$ cat src/rtl/bnn_cmd_sequencer.sv
// Command sequencer between the UART byte interface and the BNN inference core.
// Decodes command bytes, streams the image into the core buffer and queues one response per command.
module bnn_cmd_sequencer #(
    parameter int unsigned IMG_BYTES      = 8,
    parameter int unsigned TIMEOUT_CYCLES = 1_000_000,
    parameter int unsigned ADDR_W         = $clog2(IMG_BYTES)
) (
    input  logic              clk,
    input  logic              rst,
    input  logic [7:0]        rx_data,
    input  logic              rx_valid,
    output logic              rx_ready,
    output logic [7:0]        tx_data,
    output logic              tx_start,
    input  logic              tx_busy,
    output logic              img_wr_en,
    output logic [ADDR_W-1:0] img_wr_addr,
    output logic [7:0]        img_wr_data,
    output logic              core_start,
    input  logic              core_done,
    input  logic [3:0]        core_result,
    output logic              busy
);

    localparam int unsigned TO_W = (TIMEOUT_CYCLES > 1) ? $clog2(TIMEOUT_CYCLES) : 1;
    localparam logic [TO_W-1:0]   TO_LAST   = TO_W'(TIMEOUT_CYCLES - 1);
    localparam logic [ADDR_W-1:0] LAST_ADDR = ADDR_W'(IMG_BYTES - 1);

    localparam logic [7:0] CMD_LOAD   = 8'h01;
    localparam logic [7:0] CMD_RUN    = 8'h02;
    localparam logic [7:0] CMD_STATUS = 8'h03;
    localparam logic [7:0] RSP_ACK    = 8'hA5;
    localparam logic [7:0] RSP_NAK    = 8'hEE;

    typedef enum logic [1:0] {StIdle, StLoad, StRun, StSend} state_e;

    state_e state_q, state_d;

    logic [ADDR_W-1:0] cnt_q;
    logic [TO_W-1:0]   to_q;
    logic              img_loaded_q;
    logic              result_valid_q;
    logic              overrun_q;
    logic [3:0]        last_result_q;
    logic [7:0]        tx_data_q;
    logic              img_wr_en_q;
    logic [ADDR_W-1:0] img_wr_addr_q;
    logic [7:0]        img_wr_data_q;
    logic              core_start_q;

    logic last_byte;
    logic timeout_hit;

    assign last_byte   = (cnt_q == LAST_ADDR);
    assign timeout_hit = (to_q == TO_LAST);

    always_ff @(posedge clk) begin
        if (rst) begin
            state_q <= StIdle;
        end else begin
            state_q <= state_d;
        end
    end

    always_comb begin
        state_d = state_q;
        case (state_q)
            StIdle: begin
                if (rx_valid) begin
                    if (rx_data == CMD_LOAD) begin
                        state_d = StLoad;
                    end else if (rx_data == CMD_RUN && img_loaded_q) begin
                        state_d = StRun;
                    end else begin
                        state_d = StSend;
                    end
                end
            end
            StLoad: begin
                if (rx_valid) begin
                    if (last_byte) state_d = StSend;
                end else if (timeout_hit) begin
                    state_d = StSend;
                end
            end
            StRun: begin
                if (core_done || timeout_hit) state_d = StSend;
            end
            StSend: begin
                if (!tx_busy) state_d = StIdle;
            end
            default: state_d = StIdle;
        endcase
    end

    always_comb begin
        rx_ready = 1'b0;
        busy     = 1'b0;
        tx_start = 1'b0;
        case (state_q)
            StIdle, StLoad: rx_ready = 1'b1;
            StRun:          busy     = 1'b1;
            StSend: begin
                busy     = 1'b1;
                tx_start = !tx_busy;
            end
            default: ;
        endcase
    end

    // Datapath: strobes default low each cycle; everything else holds unless updated.
    always_ff @(posedge clk) begin
        if (rst) begin
            cnt_q          <= '0;
            to_q           <= '0;
            img_loaded_q   <= 1'b0;
            result_valid_q <= 1'b0;
            overrun_q      <= 1'b0;
            last_result_q  <= 4'h0;
            tx_data_q      <= 8'h00;
            img_wr_en_q    <= 1'b0;
            img_wr_addr_q  <= '0;
            img_wr_data_q  <= 8'h00;
            core_start_q   <= 1'b0;
        end else begin
            img_wr_en_q  <= 1'b0;
            core_start_q <= 1'b0;
            case (state_q)
                StIdle: begin
                    if (rx_valid) begin
                        cnt_q <= '0;
                        to_q  <= '0;
                        if (rx_data == CMD_LOAD) begin
                            img_loaded_q <= 1'b0;
                        end else if (rx_data == CMD_RUN && img_loaded_q) begin
                            core_start_q   <= 1'b1;
                            result_valid_q <= 1'b0;
                        end else if (rx_data == CMD_STATUS) begin
                            tx_data_q <= {img_loaded_q, result_valid_q, overrun_q, 1'b0,
                                          last_result_q};
                            overrun_q <= 1'b0;
                        end else begin
                            tx_data_q <= RSP_NAK;
                        end
                    end
                end
                StLoad: begin
                    if (rx_valid) begin
                        img_wr_en_q   <= 1'b1;
                        img_wr_addr_q <= cnt_q;
                        img_wr_data_q <= rx_data;
                        to_q          <= '0;
                        if (last_byte) begin
                            img_loaded_q <= 1'b1;
                            tx_data_q    <= RSP_ACK;
                        end else begin
                            cnt_q <= cnt_q + ADDR_W'(1);
                        end
                    end else if (timeout_hit) begin
                        tx_data_q <= RSP_NAK;
                    end else begin
                        to_q <= to_q + TO_W'(1);
                    end
                end
                StRun: begin
                    if (core_done) begin
                        last_result_q  <= core_result;
                        result_valid_q <= 1'b1;
                        tx_data_q      <= {4'h0, core_result};
                    end else if (timeout_hit) begin
                        tx_data_q <= RSP_NAK;
                    end else begin
                        to_q <= to_q + TO_W'(1);
                    end
                end
                default: ;
            endcase
            // Bytes arriving while CTS is low are discarded but remembered.
            if (rx_valid && (state_q == StRun || state_q == StSend)) begin
                overrun_q <= 1'b1;
            end
        end
    end

    assign tx_data     = tx_data_q;
    assign img_wr_en   = img_wr_en_q;
    assign img_wr_addr = img_wr_addr_q;
    assign img_wr_data = img_wr_data_q;
    assign core_start  = core_start_q;

endmodule

$ cat config.mk
export PLATFORM = sky130hd
export DESIGN_NAME = bnn_cmd_sequencer
export DESIGN_NICKNAME = d
export VERILOG_FILES = /design/src/rtl/bnn_cmd_sequencer.sv
export SDC_FILE = /design/constraint.sdc
export NUM_CORES = 1
export LEC_CHECK = 0
export CAP_MARGIN = 10
export CORE_MARGIN = 2
export CORE_UTILIZATION = 45
export CTS_CLUSTER_SIZE = 14
export DETAILED_ROUTE_END_ITERATION = 8
export PLACE_DENSITY = 0.68
export RECOVER_POWER = 100
export SETUP_SLACK_MARGIN = 0.5
export SLEW_MARGIN = 20
export SYNTH_ARGS = -nofsm -noshare
export SYNTH_HDL_FRONTEND = slang
export SYNTH_SLANG_ARGS = --single-unit
export TNS_END_PERCENT = 50
$ cat constraint.sdc
create_clock -name clk -period 2.4 [get_ports clk]
set_input_delay 0.24 -clock clk [delete_from_list [all_inputs] [get_ports clk]]
set_output_delay 0.24 -clock clk [all_outputs]
set_load 0.03 [all_outputs]
==> results.py, run 1 <==
metrics = {
    "run_status": {
        "status": "completed",
    },
    "logic_synthesis": {
        "synthesis.area_sq_um": 2750,
        "avgSynthCellArea_sq_um": 7.98,
        "yosysWarnings": 0,
        "ys_types": 59,
        "syn_nets": 370,
        "yosys_most_used_dff": "dfxtp_1",
        "synth_seq_cells": 53,
        "async_flop_share_pct": 0,
        "ys_seq_area_share_pct": 38.5,
        "synth_cells": 345,
        "synth_enable_flop_cells": 0,
    },
    "timing": {
        "setup_violations": 0,
        "fin_ws_ns": 0.361,
        "rsz0062_at_grt": "yes",
        "whs_ns": 0.209,
        "worstMarginPinSlew_ns": 0.552,
        "slew-limit-headroom_pct": 63.2,
        "fmaxAchievable_mhz": 490,
        "clock-skew-final_ns": 0.00438,
        "layout_min_cycle_time_ns": 2.04,
        "hold_viol": 0,
        "final_max_slew_viol_count": 0,
        "finalSetupTns_ns": 0,
        "period_share_pct": 85.0,
    },
    "run": {
        "maxCapViolCount": 0,
    },
    "layout": {
        "design_area_sq_um": 3610,
        "fillers": 536,
        "drive_gt1_share_pct": 15.9,
        "mostFrequentLayoutCell": "dfxtp_1",
        "final_cell_mix": "dfxtp_1 (50), nand2_1 (49), a21oi_1 (32), nor2_1 (25)",
        "finalNetCount": 426,
        "area_delta_synth_final_pct": 31.1,
        "multi_input_area_sq_um": 1700,
        "regArea_sq_um": 1070,
        "n_antenna_cell": 0,
    },
    "die": {
        "core_area_sq_um": 5920,
        "die-area_sq_um": 6760,
        "ios": 41,
        "start_util_pct": 46.5,
        "dieHeight_microns": 82.2,
        "row_count": 28,
        "fp.dieW_microns": 82.2,
    },
    "place": {
        "place.gp.congestion": 0.902,
        "port_buffers": 40,
        "placed_area_sq_um": 3320,
        "dp_hpwl_mm": 5.16,
        "place_worst_setup_slack_ns": 0.176,
    },
    "pwr": {
        "power_mw": 3.14,
        "comb_power_share_pct": 49.5,
        "p_clk_share_pct": 16.0,
        "p_leak_nw": 1.42,
        "p_switching_mw": 1.30,
        "p_per_area_nw_per_um2": 869,
        "peakVddDrop_mv": 0.479,
        "p_int_mw": 1.84,
        "pwr-share-seq_pct": 34.5,
        "power_switching_share_pct": 41.4,
    },
    "worst_setup_path": {
        "cp_data_arrival_time_ns": 2.26,
        "crit_slowest_cell": "dfxtp_1",
        "reg2reg_setup_slack_ns": 0.36,
        "timing.rr.start": "state_q[1]",
        "max_stage_delay_ns": 0.43,
        "crit_top_cell": "buf_4",
        "rr_worst_depth": 8,
        "critPathMaxFanout": 6,
        "cp-startpoint": "state_q[1]",
        "crit_chain": "inv_4 > ha_1 > buf_4 > a21o_1 > a311oi_2 > buf_4 > a2bb2oi_1 > o32ai_1",
        "crit_path_end_kind": "flop",
        "cp-start-kind": "flop",
        "critPathKind": "flop to flop",
        "crit_required_ns": 2.62,
    },
    "clocking": {
        "numClockSinks": 53,
        "cts_max_path_buffers": 2,
        "clock_latency_ns": 0.31,
        "clk_pin_slew_ns": 0.10,
        "htreeDepth": 2,
        "numCtsBuffers": 5,
        "cts_tree": "done",
        "cts_hold_buf": 0,
        "cts-root-buf": "clkbuf_8",
    },
    "global_route": {
        "grt_max_degree": 17,
        "grt_usage_pct": 21.3,
        "grt-busiest-layer": "met2",
        "grt_pass1_vias": 2368,
        "grt_pass1_wl_mm": 11.2,
        "use_met3_pct": 4.24,
        "antenna_found_initial": 0,
        "grtUsageMet1_pct": 28.2,
        "grt_overflow_total": 0,
        "use_met2_pct": 35.6,
    },
    "routing": {
        "wirelength_mm": 7.24,
        "vias": 2754,
        "route.detailed.drc": 0,
        "postRouteAntennaNets": 0,
        "first_iter_violations": 142,
        "viasPerCell": 5.77,
        "drt-pass1-iter-count": 5,
        "wl_per_cell_microns": 15.2,
    },
    "hold_path": {
        "hold_start": "rx_data[2]",
        "min_path_cells": 3,
        "hold_class": "input pin to flop",
    },
}
-- layout make-up --
class,instances,share of cell area [%]
inverter,12,1.39
sequential,53,29.6
multi-input combinational,262,47.0
timing repair buffer,67,17.2
clock inverter,1,0.208
tap,75,2.60
clock buffer,7,2.11
-- per-layer routing --
| metal | share of wire (%) | wire length (microns) |
|---|---|---|
| met4 | 1.6 | 116 |
| met2 | 49 | 3530 |
| met3 | 4.8 | 349 |
| met5 | 0 | 0 |
| met1 | 45 | 3250 |
-- timing repair --
item	in CTS	in global routing
cloned	0	1
resized for setup	8	41
buffers inserted	0	10
endpoints found under the setup margin	29	35
pin swaps	0	12
-- power groups by stage --
stage                     Sequential, mW  Combinational (mW)  Clock (mW)
after global placement              1.10                1.39           0
after detailed placement            1.10                1.40           0
after global routing                1.10                1.68       0.545
final                               1.08                1.55       0.503
after floorplan                     1.21               0.850           0
after CTS                           1.08                1.40       0.509
-- synthesized netlist by cell type, types with 6 or more instances --
library cell	n	area (sq um)
a21oi_1	35	175
and2_1	6	37.5
clkbuf_1	12	45.0
dfxtp_1	53	1060
ha_1	8	100
inv_1	12	45.0
nand2_1	50	188
nand3_1	7	35.0
nand4_1	6	37.5
nor2_1	26	97.6
nor2b_1	6	37.5
nor3_1	9	45.0
o21ai_0	19	95.1
or3_1	6	37.5
xor2_1	6	52.6
-- cell families (layout without fill, tap and decap cells) --
family	after synthesis	in the layout	share of synthesized area, %
xor gates and xnor gates	10	10	3.18
adders and majority gates	8	8	3.63
and+or+nand+nor	147	147	28.0
muxes	2	2	0.772
AOI/OAI and AO/OA	95	95	21.4
DFF	53	53	38.5
buffers and inverters	30	87	4.50
-- metrics by stage --
step,util (%),instances
floorplan,-,345
global placement,56.1,458
detailed placement,56.1,458
CTS,57.9,466
global route,61.0,477
finish,61.0,477
-- worst paths after layout --
kind                     to
max              tx_data[0]
min reg2reg  img_wr_data[4]
max reg2reg      tx_data[0]
min          img_wr_data[2]
-- registers in the layout, indices dropped and copies added, names as in the netlist --
name            flops
img_wr_en           1
state_q             2
last_result_q       4
img_loaded_q        1
tx_data             8
img_wr_addr         3
img_wr_data         8
overrun_q           1
core_start          1
to_q               20
cnt_q               3
result_valid_q      1
-- worst max-delay path, delay by kind of cell, from the launching register on --
kind	cells	cell delay, ns
buffers and inverters	3	0.46
DFF	1	0.43
AOI/OAI and AO/OA	4	0.79
adders and majority gates	1	0.27
Note: power is estimated with default switching activity, not from simulation.
==> inputs of run 2 (changes only) <==
- PLACE_DENSITY: 0.68 -> 0.71
- clock period: 2.4 -> 1.7 ns (I/O delays scaled with it)
==> run 2 against run 1 <==
The flow now finishes with violations (setup timing). Die area unchanged. Clock power grew 110%. Register-to-register slack got worse by 0.57 ns. Wire length is 33% higher. Clock skew is 0.0065 ns higher. First-iteration DRC count rose by 32%. Design area up 26%. Power up 88%. Critical endpoint is now to_q[15]. Largest cell class unchanged. Largest power group unchanged.
==> results.py, run 2 (same netlist as run 1, synthesis figures left out) <==
metrics = {
    "hold_path": {
        "hold_path_end": "img_wr_data[5]",
        "hold_class": "input pin to flop",
        "min_path_cells": 3,
        "hold_start": "rx_data[5]",
    },
    "layout": {
        "finalNetCount": 485,
        "fin_cells": 536,
        "n_antenna_cell": 0,
        "mostFrequentLayoutCell": "buf_4",
        "regArea_sq_um": 1080,
        "drive_gt1_share_pct": 45.8,
        "fillers": 394,
        "multi_input_area_sq_um": 2080,
        "regMostFlops": "to_q",
        "area_delta_synth_final_pct": 65.7,
        "largest_reg_flops": 20,
        "final_cell_mix": "buf_4 (68), dfxtp_1 (44), nand2_1 (42), a21oi_1 (25), nor2_1 (21)",
        "design_area_sq_um": 4560,
    },
    "worst_setup_path": {
        "crit_path_end_kind": "flop",
        "crit_family": "simple AND/OR/NAND/NOR gates",
        "reg2reg_setup_slack_ns": -0.21,
        "critPathBufInv": 3,
        "timing.rr.start": "state_q[1]",
        "crit_required_ns": 1.95,
        "rr_worst_depth": 9,
        "r2r_end": "to_q[15]",
        "cp-start-kind": "flop",
        "max_stage_delay_ns": 0.40,
        "crit_chain": "inv_4 > ha_4 > nor2b_4 > buf_6 > nor3_4 > o2111ai_2 > buf_6 > or3_4 > a21oi_2",
        "crit_slowest_cell": "dfxtp_4",
        "cp_data_arrival_time_ns": 2.15,
        "crit_top_cell": "buf_6",
        "critPathMaxFanout": 7,
        "critPathKind": "flop to flop",
    },
    "global_route": {
        "grt_pass1_wl_mm": 13.7,
        "grt_overflow_total": 0,
        "antenna_found_initial": 0,
        "grt_max_degree": 28,
        "grt_pass1_vias": 2962,
        "grt_usage_pct": 26.3,
    },
    "routing": {
        "wirelength_mm": 9.65,
        "viasPerCell": 5.89,
        "wl_per_cell_microns": 18.0,
        "route.detailed.drc": 0,
        "drt-pass1-iter-count": 5,
        "postRouteAntennaNets": 0,
        "first_iter_violations": 188,
        "vias": 3155,
    },
    "timing": {
        "period_share_pct": 112,
        "layout_min_cycle_time_ns": 1.91,
        "finalSetupTns_ns": -3.66,
        "slew-limit-headroom_pct": 73.4,
        "fin_ws_ns": -0.206,
        "rsz0062_at_grt": "yes",
        "final_max_slew_viol_count": 0,
        "worstMarginPinSlew_ns": 0.395,
        "setup_violations": 31,
        "fmaxAchievable_mhz": 525,
        "clock-skew-final_ns": 0.0109,
        "hold_viol": 0,
        "whs_ns": 0.0866,
    },
    "place": {
        "place.gp.congestion": 0.865,
        "dp.cells": 511,
        "dp_hpwl_mm": 5.78,
        "placed_area_sq_um": 3820,
        "place_worst_setup_slack_ns": -0.462,
        "port_buffers": 40,
    },
    "pwr": {
        "p_clk_share_pct": 17.7,
        "pwr-share-seq_pct": 26.2,
        "peakVddDrop_mv": 0.776,
        "p_switching_mw": 2.36,
        "power_switching_share_pct": 40.0,
        "p_leak_nw": 1.75,
        "comb_power_share_pct": 56.1,
        "p_int_mw": 3.55,
        "p_per_area_nw_per_um2": 1290,
    },
    "clocking": {
        "cts_hold_buf": 0,
        "clock_latency_ns": 0.31,
        "cts_tree": "done",
        "numCtsBuffers": 5,
        "cts_max_path_buffers": 2,
        "cts-root-buf": "clkbuf_8",
        "htreeDepth": 2,
        "clk_pin_slew_ns": 0.11,
        "numClockSinks": 53,
    },
    "run_status": {
        "status": "complete, but fails checks",
        "violations": "setup timing",
    },
    "die": {
        "fp.dieW_microns": 82.2,
        "start_util_pct": 46.5,
        "row_count": 28,
        "core_area_sq_um": 5920,
        "die-area_sq_um": 6760,
        "ios": 41,
        "dieHeight_microns": 82.2,
    },
    "run": {
        "maxCapViolCount": 0,
    },
}
## run 2: changes by cell type in the layout (fill, tap and decap cells not counted), moves of 6 or more
cell	before	now
buf_4	22	68
dlygate4sd3_1	22	0
buf_6	1	17
clkdlybuf4s15_2	0	8
a21oi_1	32	25
clkdlybuf4s15_1	0	7
nand2_1	49	42
a21oi_2	3	9
dfxtp_1	50	44
o21ai_0	18	12
## run 2: power groups by stage
stage / combinational (mW) / sequential (mW) / clock [mW]
4_1_cts: 2.78 / 1.54 / 1.04
2_1_floorplan: 1.27 / 1.70 / 0
5_1_grt: 3.49 / 1.56 / 1.09
3_3_place_gp: 2.24 / 1.55 / 0
3_5_place_dp: 2.28 / 1.55 / 0
6_report: 3.31 / 1.55 / 1.04
## run 2: metrics by stage
stage / util [%] / power (mW)
after CTS: 72.6 / 5.36
after global routing: 77.1 / 6.14
after global placement: 64.6 / 3.80
after detailed placement: 64.6 / 3.84
final: 77.1 / 5.91
after floorplan: - / 2.97
## run 2: tightest hold or removal path: stages
cell	delay, ns
buf_6	0.09
nand2_1	0.05
a21oi_1	0.05
## run 2: cell type report
class                   count  share of cell area [%]
clock inverters             3                    1.51
repair buffers            126                    24.4
flip-flops and latches     53                    23.7
inverters                  12                    1.32
clock buffers               5                    1.51
multi-input cells         262                    45.5
well taps                  75                    2.06
## run 2: what timing repair did
action,in CTS,in global routing
resized for setup,139,68
pin swaps,27,29
gates cloned,4,1
buffers inserted,7,5
endpoints found under the setup margin,77,65
## run 2: how the worst max path moves through the flow
stage,from,endpoint,slack [ns],depth (start not counted)
2_1_floorplan,state_q[0],to_q[17],-0.14,8
3_3_place_gp,rx_data[2],result_valid_q,-0.41,6
3_5_place_dp,rx_data[2],result_valid_q,-0.46,6
4_1_cts,state_q[1],tx_data[0],-0.16,9
5_1_grt,state_q[0],to_q[7],-0.23,11
6_report,state_q[1],to_q[15],-0.21,9
## run 2: per-layer routing
metal	track usage [%]	wire (microns)	share of wire [%]	up-vias
li1	-	-	-	1468
met1	32.0	3750	39	1519
met2	46.7	5080	53	137
met3	3.80	514	5.3	31
met4	9.50	293	3.0	0
met5	0	0	0	-
